--- src/rtl/sim_store_monitor.sv ---
// ---------------------------------------------------------------------------
// sim_store_monitor: snoops the M-stage store bus, keeps a rolling store log
// and declares PASS / FAIL / TIMEOUT from a signature store.   Rev 1.0
// ---------------------------------------------------------------------------
`default_nettype none

module sim_store_monitor #(
  parameter int WIDTH          = 32,
  parameter int SIG_ADDR       = 100,
  parameter int PASS_VALUE     = 25,
  parameter int TIMEOUT_CYCLES = 50,
  parameter int LOG_DEPTH      = 8,
  parameter int CNT_W          = 16
) (
  input  logic                           clock,
  input  logic                           reset,
  input  logic                           memwriteM,
  input  logic [WIDTH-1:0]               dataAdrM,
  input  logic [WIDTH-1:0]               writedataM,
  input  logic [$clog2(LOG_DEPTH)-1:0]   log_rd_idx,
  output logic [WIDTH-1:0]               log_rd_addr,
  output logic [WIDTH-1:0]               log_rd_data,
  output logic [$clog2(LOG_DEPTH):0]     log_count,
  output logic                           log_overflow,
  output logic [CNT_W-1:0]               store_count,
  output logic [CNT_W-1:0]               cycle_count,
  output logic                           done,
  output logic                           pass,
  output logic                           fail,
  output logic                           timeout
);

  localparam int IW = $clog2(LOG_DEPTH);
  localparam logic [WIDTH-1:0] C_SIG_ADDR   = WIDTH'(SIG_ADDR);
  localparam logic [WIDTH-1:0] C_PASS_VALUE = WIDTH'(PASS_VALUE);
  localparam logic [IW:0]      C_DEPTH      = (IW+1)'(LOG_DEPTH);
  localparam logic [CNT_W-1:0] C_CNT_MAX    = '1;
  localparam logic [31:0]      C_TO_LAST    = 32'(TIMEOUT_CYCLES - 1);

  typedef enum logic [1:0] {
    S_RUN     = 2'd0,
    S_PASS    = 2'd1,
    S_FAIL    = 2'd2,
    S_TIMEOUT = 2'd3
  } state_t;

  state_t           state_q, state_d;
  logic [CNT_W-1:0] cycle_q, cycle_d;
  logic [CNT_W-1:0] store_q, store_d;
  logic [IW-1:0]    wr_q, wr_d;
  logic [IW-1:0]    old_q, old_d;
  logic [IW:0]      cnt_q, cnt_d;
  logic             ovf_q, ovf_d;
  logic             log_we;
  logic             to_hit;
  logic [IW-1:0]    rd_slot;

  logic [WIDTH-1:0] addr_mem [LOG_DEPTH];
  logic [WIDTH-1:0] data_mem [LOG_DEPTH];

  // Compare in 32 bits so a TIMEOUT_CYCLES wider than CNT_W is never aliased.
  assign to_hit = (32'(cycle_q) == C_TO_LAST);

  always_comb begin
    state_d = state_q;
    cycle_d = cycle_q;
    store_d = store_q;
    wr_d    = wr_q;
    old_d   = old_q;
    cnt_d   = cnt_q;
    ovf_d   = ovf_q;
    log_we  = 1'b0;
    if (state_q == S_RUN) begin
      if (cycle_q != C_CNT_MAX) cycle_d = cycle_q + CNT_W'(1);
      if (memwriteM) begin
        log_we = 1'b1;
        wr_d   = wr_q + IW'(1);
        if (store_q != C_CNT_MAX) store_d = store_q + CNT_W'(1);
        if (cnt_q == C_DEPTH) begin
          old_d = old_q + IW'(1);
          ovf_d = 1'b1;
        end else begin
          cnt_d = cnt_q + (IW+1)'(1);
        end
        if (dataAdrM == C_SIG_ADDR) begin
          state_d = (writedataM == C_PASS_VALUE) ? S_PASS : S_FAIL;
        end else if (to_hit) begin
          state_d = S_TIMEOUT;
        end
      end else if (to_hit) begin
        state_d = S_TIMEOUT;
      end
    end
  end

  always_ff @(posedge clock or posedge reset) begin
    if (reset) begin
      state_q <= S_RUN;
      cycle_q <= '0;
      store_q <= '0;
      wr_q    <= '0;
      old_q   <= '0;
      cnt_q   <= '0;
      ovf_q   <= 1'b0;
    end else begin
      state_q <= state_d;
      cycle_q <= cycle_d;
      store_q <= store_d;
      wr_q    <= wr_d;
      old_q   <= old_d;
      cnt_q   <= cnt_d;
      ovf_q   <= ovf_d;
    end
  end

  // Log storage needs no reset; unread slots are don't-care.
  always_ff @(posedge clock) begin
    if (log_we) begin
      addr_mem[wr_q] <= dataAdrM;
      data_mem[wr_q] <= writedataM;
    end
  end

  assign rd_slot      = old_q + log_rd_idx;
  assign log_rd_addr  = addr_mem[rd_slot];
  assign log_rd_data  = data_mem[rd_slot];
  assign log_count    = cnt_q;
  assign log_overflow = ovf_q;
  assign store_count  = store_q;
  assign cycle_count  = cycle_q;
  assign done         = (state_q != S_RUN);
  assign pass         = (state_q == S_PASS);
  assign fail         = (state_q == S_FAIL) || (state_q == S_TIMEOUT);
  assign timeout      = (state_q == S_TIMEOUT);

endmodule

`default_nettype wire

--- config.mk ---
export PLATFORM = sky130hd
export DESIGN_NAME = sim_store_monitor
export DESIGN_NICKNAME = d
export VERILOG_FILES = /design/src/rtl/sim_store_monitor.sv
export SDC_FILE = /design/constraint.sdc
export NUM_CORES = 1
export LEC_CHECK = 0
export CAP_MARGIN = 20
export CORE_MARGIN = 2
export CORE_UTILIZATION = 40
export CTS_CLUSTER_SIZE = 8
export DETAILED_ROUTE_END_ITERATION = 12
export PLACE_DENSITY = 0.57
export SYNTH_ARGS = -nofsm -noshare
export SYNTH_HDL_FRONTEND = slang
export SYNTH_SLANG_ARGS = --single-unit
--- constraint.sdc ---
create_clock -name clock -period 11.07 [get_ports clock]
set_clock_uncertainty 0.2 [all_clocks]
set_input_delay 2.7675 -clock clock [delete_from_list [all_inputs] [get_ports clock]]
set_output_delay 2.7675 -clock clock [all_outputs]
set_load 0.02 [all_outputs]
==> metrics.csv <==
metric;value;unit
Critical Path RT;8.10;ns
vias in the first global route;11600;
RR Startpoint;state_q[0];
cell count after synthesis;1118;
layout cells sized above 1;14.3;%
crit path from;log_rd_idx[0];
die area;0.0558;mm^2
hold_ws;0.270;ns
TritonCTS sink count;557;
R2R setup slack;7.58;ns
FMAX;105;MHz
post-layout util;49.4;%
clk slew on worst S/H paths;0.05;ns
worst hold stages;1;
Placement Setup Slack;1.50;ns
Die Span X;236;um
Final Total Pwr;4.79;mW
largest net degree at the start of global routing;97;
FF-to-FF End;addr_mem[5][25];
drt first pass iters;5;
Pleak;8.99;nW
Worst Setup Start Kind;input pin;
Die Y;236;um
Layout area overhead;22.8;%
antenna-violating nets left;0;
CTS tree;done;
met2 routed WL;22.8;mm
Slew headroom;33.0;%
Peak VDD IR;0.0952;mV
global route total overflow;0;
PwrDens;181;mW/mm^2
CTS Buffer Depth;3;
Final period util;86.3;%
RSZ-0062 raised after global routing;false;
Avg Cell Area, Syn;19.3;um^2
flip-flop and latch area;0.0165;mm^2
RD Place Congestion;0.771;
DR WL met3;2.76;mm
# port buffers;174;
Post-CTS Hold Buffers;0;
Setup WS post-layout;1.52;ns
Final Hold Vio Count;0;
Crit Path Max Fanout;96;
Rows;85;
uppermost layer routed;met5;
Via density;5.37;
Max Cap Viol;0;
R2R cell count;5;
Final Max Slew Viols;0;
hold endpoint;log_overflow;
count of final setup violators;0;
DP Area;0.0242;mm^2
Total Routing Usage GR;17.8;%
crit end category;primary output;
min Tclk post-route;9.55;ns
Hold Path Class;reg2reg;
Post-CTS Repair Setup Buffers;0;
H-tree levels;3;
area leader, netlist;edfxtp_1;
nets@finish;1424;
DRT Wirelength;49.0;mm
Clk Latency, worst-skew pair;0.59;ns
vias;11100;
flops & latches, synth;557;
Starting DRT DRC Count;834;
sequential cell area fraction in the yosys report;76.5;%
Yosys cell types;44;
placed cells;1959;
wire length of the first global-routing pass;74.0;mm
post-route cell area;0.0265;mm^2
Initial Utilization;40.2;%
top cells by area, synth;edfxtp_1 (71%), mux4_2 (6.7%), mux2i_1 (5.9%);
area of the mapped netlist;0.0216;mm^2
share of the synthesized area in the top cell type;71.3;%
outcome;finished clean;
hold path start;log_overflow;
warnings from Yosys;0;
core footprint;0.0536;mm^2
met1 wire length;22.5;mm
clock root buffer;clkbuf_16;
cells resized by post-CTS repair;0;
filler cell count in the final layout;4455;
final non-filler cell total;2075;
DP HPWL;26.1;mm
Multi-input gate area;0.00486;mm^2
initial antenna violation count;2;
DR WL/cell;23.6;um
# IOs;175;
number of CTS-inserted buffers;79;
setup tns final;0;ns
residual DRC count;0;
Slew @ Worst Pin;1.00;ns
kind of critical path;in2out;
WP data arrival;6.58;ns
Mapped Nets;1197;
[worst max-delay path by stage]
stage / to / slack [ns] / depth (start not counted)
after floorplan: addr_mem[0][0] / 1.19 / 2
after global placement: log_rd_data[0] / 1.56 / 11
after detailed placement: log_rd_data[31] / 1.50 / 11
after CTS: log_rd_data[31] / 1.50 / 11
after global routing: log_rd_data[31] / 1.35 / 11
final: log_rd_addr[17] / 1.52 / 11
[synthesized netlist by cell type (all sizes together)]
| cell | count |
|---|---|
| or3 | 1 |
| nor2b | 3 |
| mux2i | 128 |
| inv | 9 |
| ha | 8 |
| and3 | 9 |
| nor2 | 80 |
| a221oi | 64 |
| nand2 | 25 |
| nand3 | 10 |
| nor4b | 5 |
| nand2b | 2 |
| mux2 | 4 |
| edfxtp | 512 |
| or4 | 1 |
| clkbuf | 23 |
| nor3b | 1 |
| nor4 | 13 |
| xor2 | 16 |
| mux4 | 64 |
| fa | 1 |
| and4 | 5 |
| or2 | 3 |
| a21oi | 2 |
| a211o | 1 |
| nand4 | 14 |
| o21bai | 2 |
| and2 | 3 |
| xnor2 | 22 |
| o21ai | 3 |
| buf | 29 |
| nor3 | 10 |
| dfrtp | 45 |
[layout by cell type (no fill, tap or decap), types with 7 or more instances in the layout]
cell type	Yosys	layout
nor2_1	79	76
inv_1	9	8
clkbuf_1	22	27
nand3_1	10	10
clkbuf_16	0	84
mux4_2	64	64
nor4_1	12	11
ha_1	8	7
nand2_1	25	25
and3_1	9	9
dfrtp_1	45	45
edfxtp_1	512	512
mux2i_1	128	128
xor2_1	16	16
nand4_1	13	13
buf_4	11	20
a221oi_1	64	64
xnor2_1	22	21
clkdlybuf4s50_1	0	174
[final cells by class]
class | count | area share, %
Tap cell | 696 | 3.29
Clock buffer | 111 | 8.32
Inverter | 9 | 0.128
Timing Repair Buffer | 198 | 7.48
Sequential cell | 557 | 62.3
Antenna cell | 1 | 0.00945
Multi-Input combinational cell | 500 | 18.3
Clock inverter | 3 | 0.109
[cell families (layout without fill, tap and decap cells)]
family / after synthesis / after routing / share of synthesized area [%]
adder cells (fa/ha/maj): 9 / 9 / 0.557
AND/OR/NAND/NOR: 185 / 185 / 4.37
flip-flops: 557 / 557 / 76.5
buffers and inverters: 61 / 321 / 1.36
XOR/XNOR: 38 / 38 / 1.54
multiplexers: 196 / 196 / 12.8
AO/OA/AOI/OAI: 72 / 72 / 2.83
other: 0 / 1 / 0
[report_power, final]
group	leakage (nW)	internal [mW]	switching, mW
registers	5.21	2.30	0.000000000000899
clock network	1.08	1.36	0.829
logic	2.70	0.136	0.168
[per-layer routing]
metal,track usage (%),vias to the layer above
met3,4.29,67
met5,0,-
met1,25.1,5804
met4,5.60,4
li1,-,4987
met2,27.3,277
[worst max-delay path, stage by stage]
cell and delay [ns]:
clkdlybuf4s50_1 0.51, ha_4 0.14, inv_1 0.04, fa_4 0.42
xor2_1 0.18, xnor2_2 0.27, buf_12 0.47, mux4_2 0.34
nor2_1 0.04, a221oi_1 0.50, clkdlybuf4s50_1 0.71
[sequential cells by signal, indices dropped and copies added, names as in the netlist, 2 cells and up]
register	flops
addr_mem	256
cycle_count	16
data_mem	256
log_count	4
old_q	3
state_q	2
store_count	16
wr_q	3
Note: power is estimated with default switching activity, not from simulation.
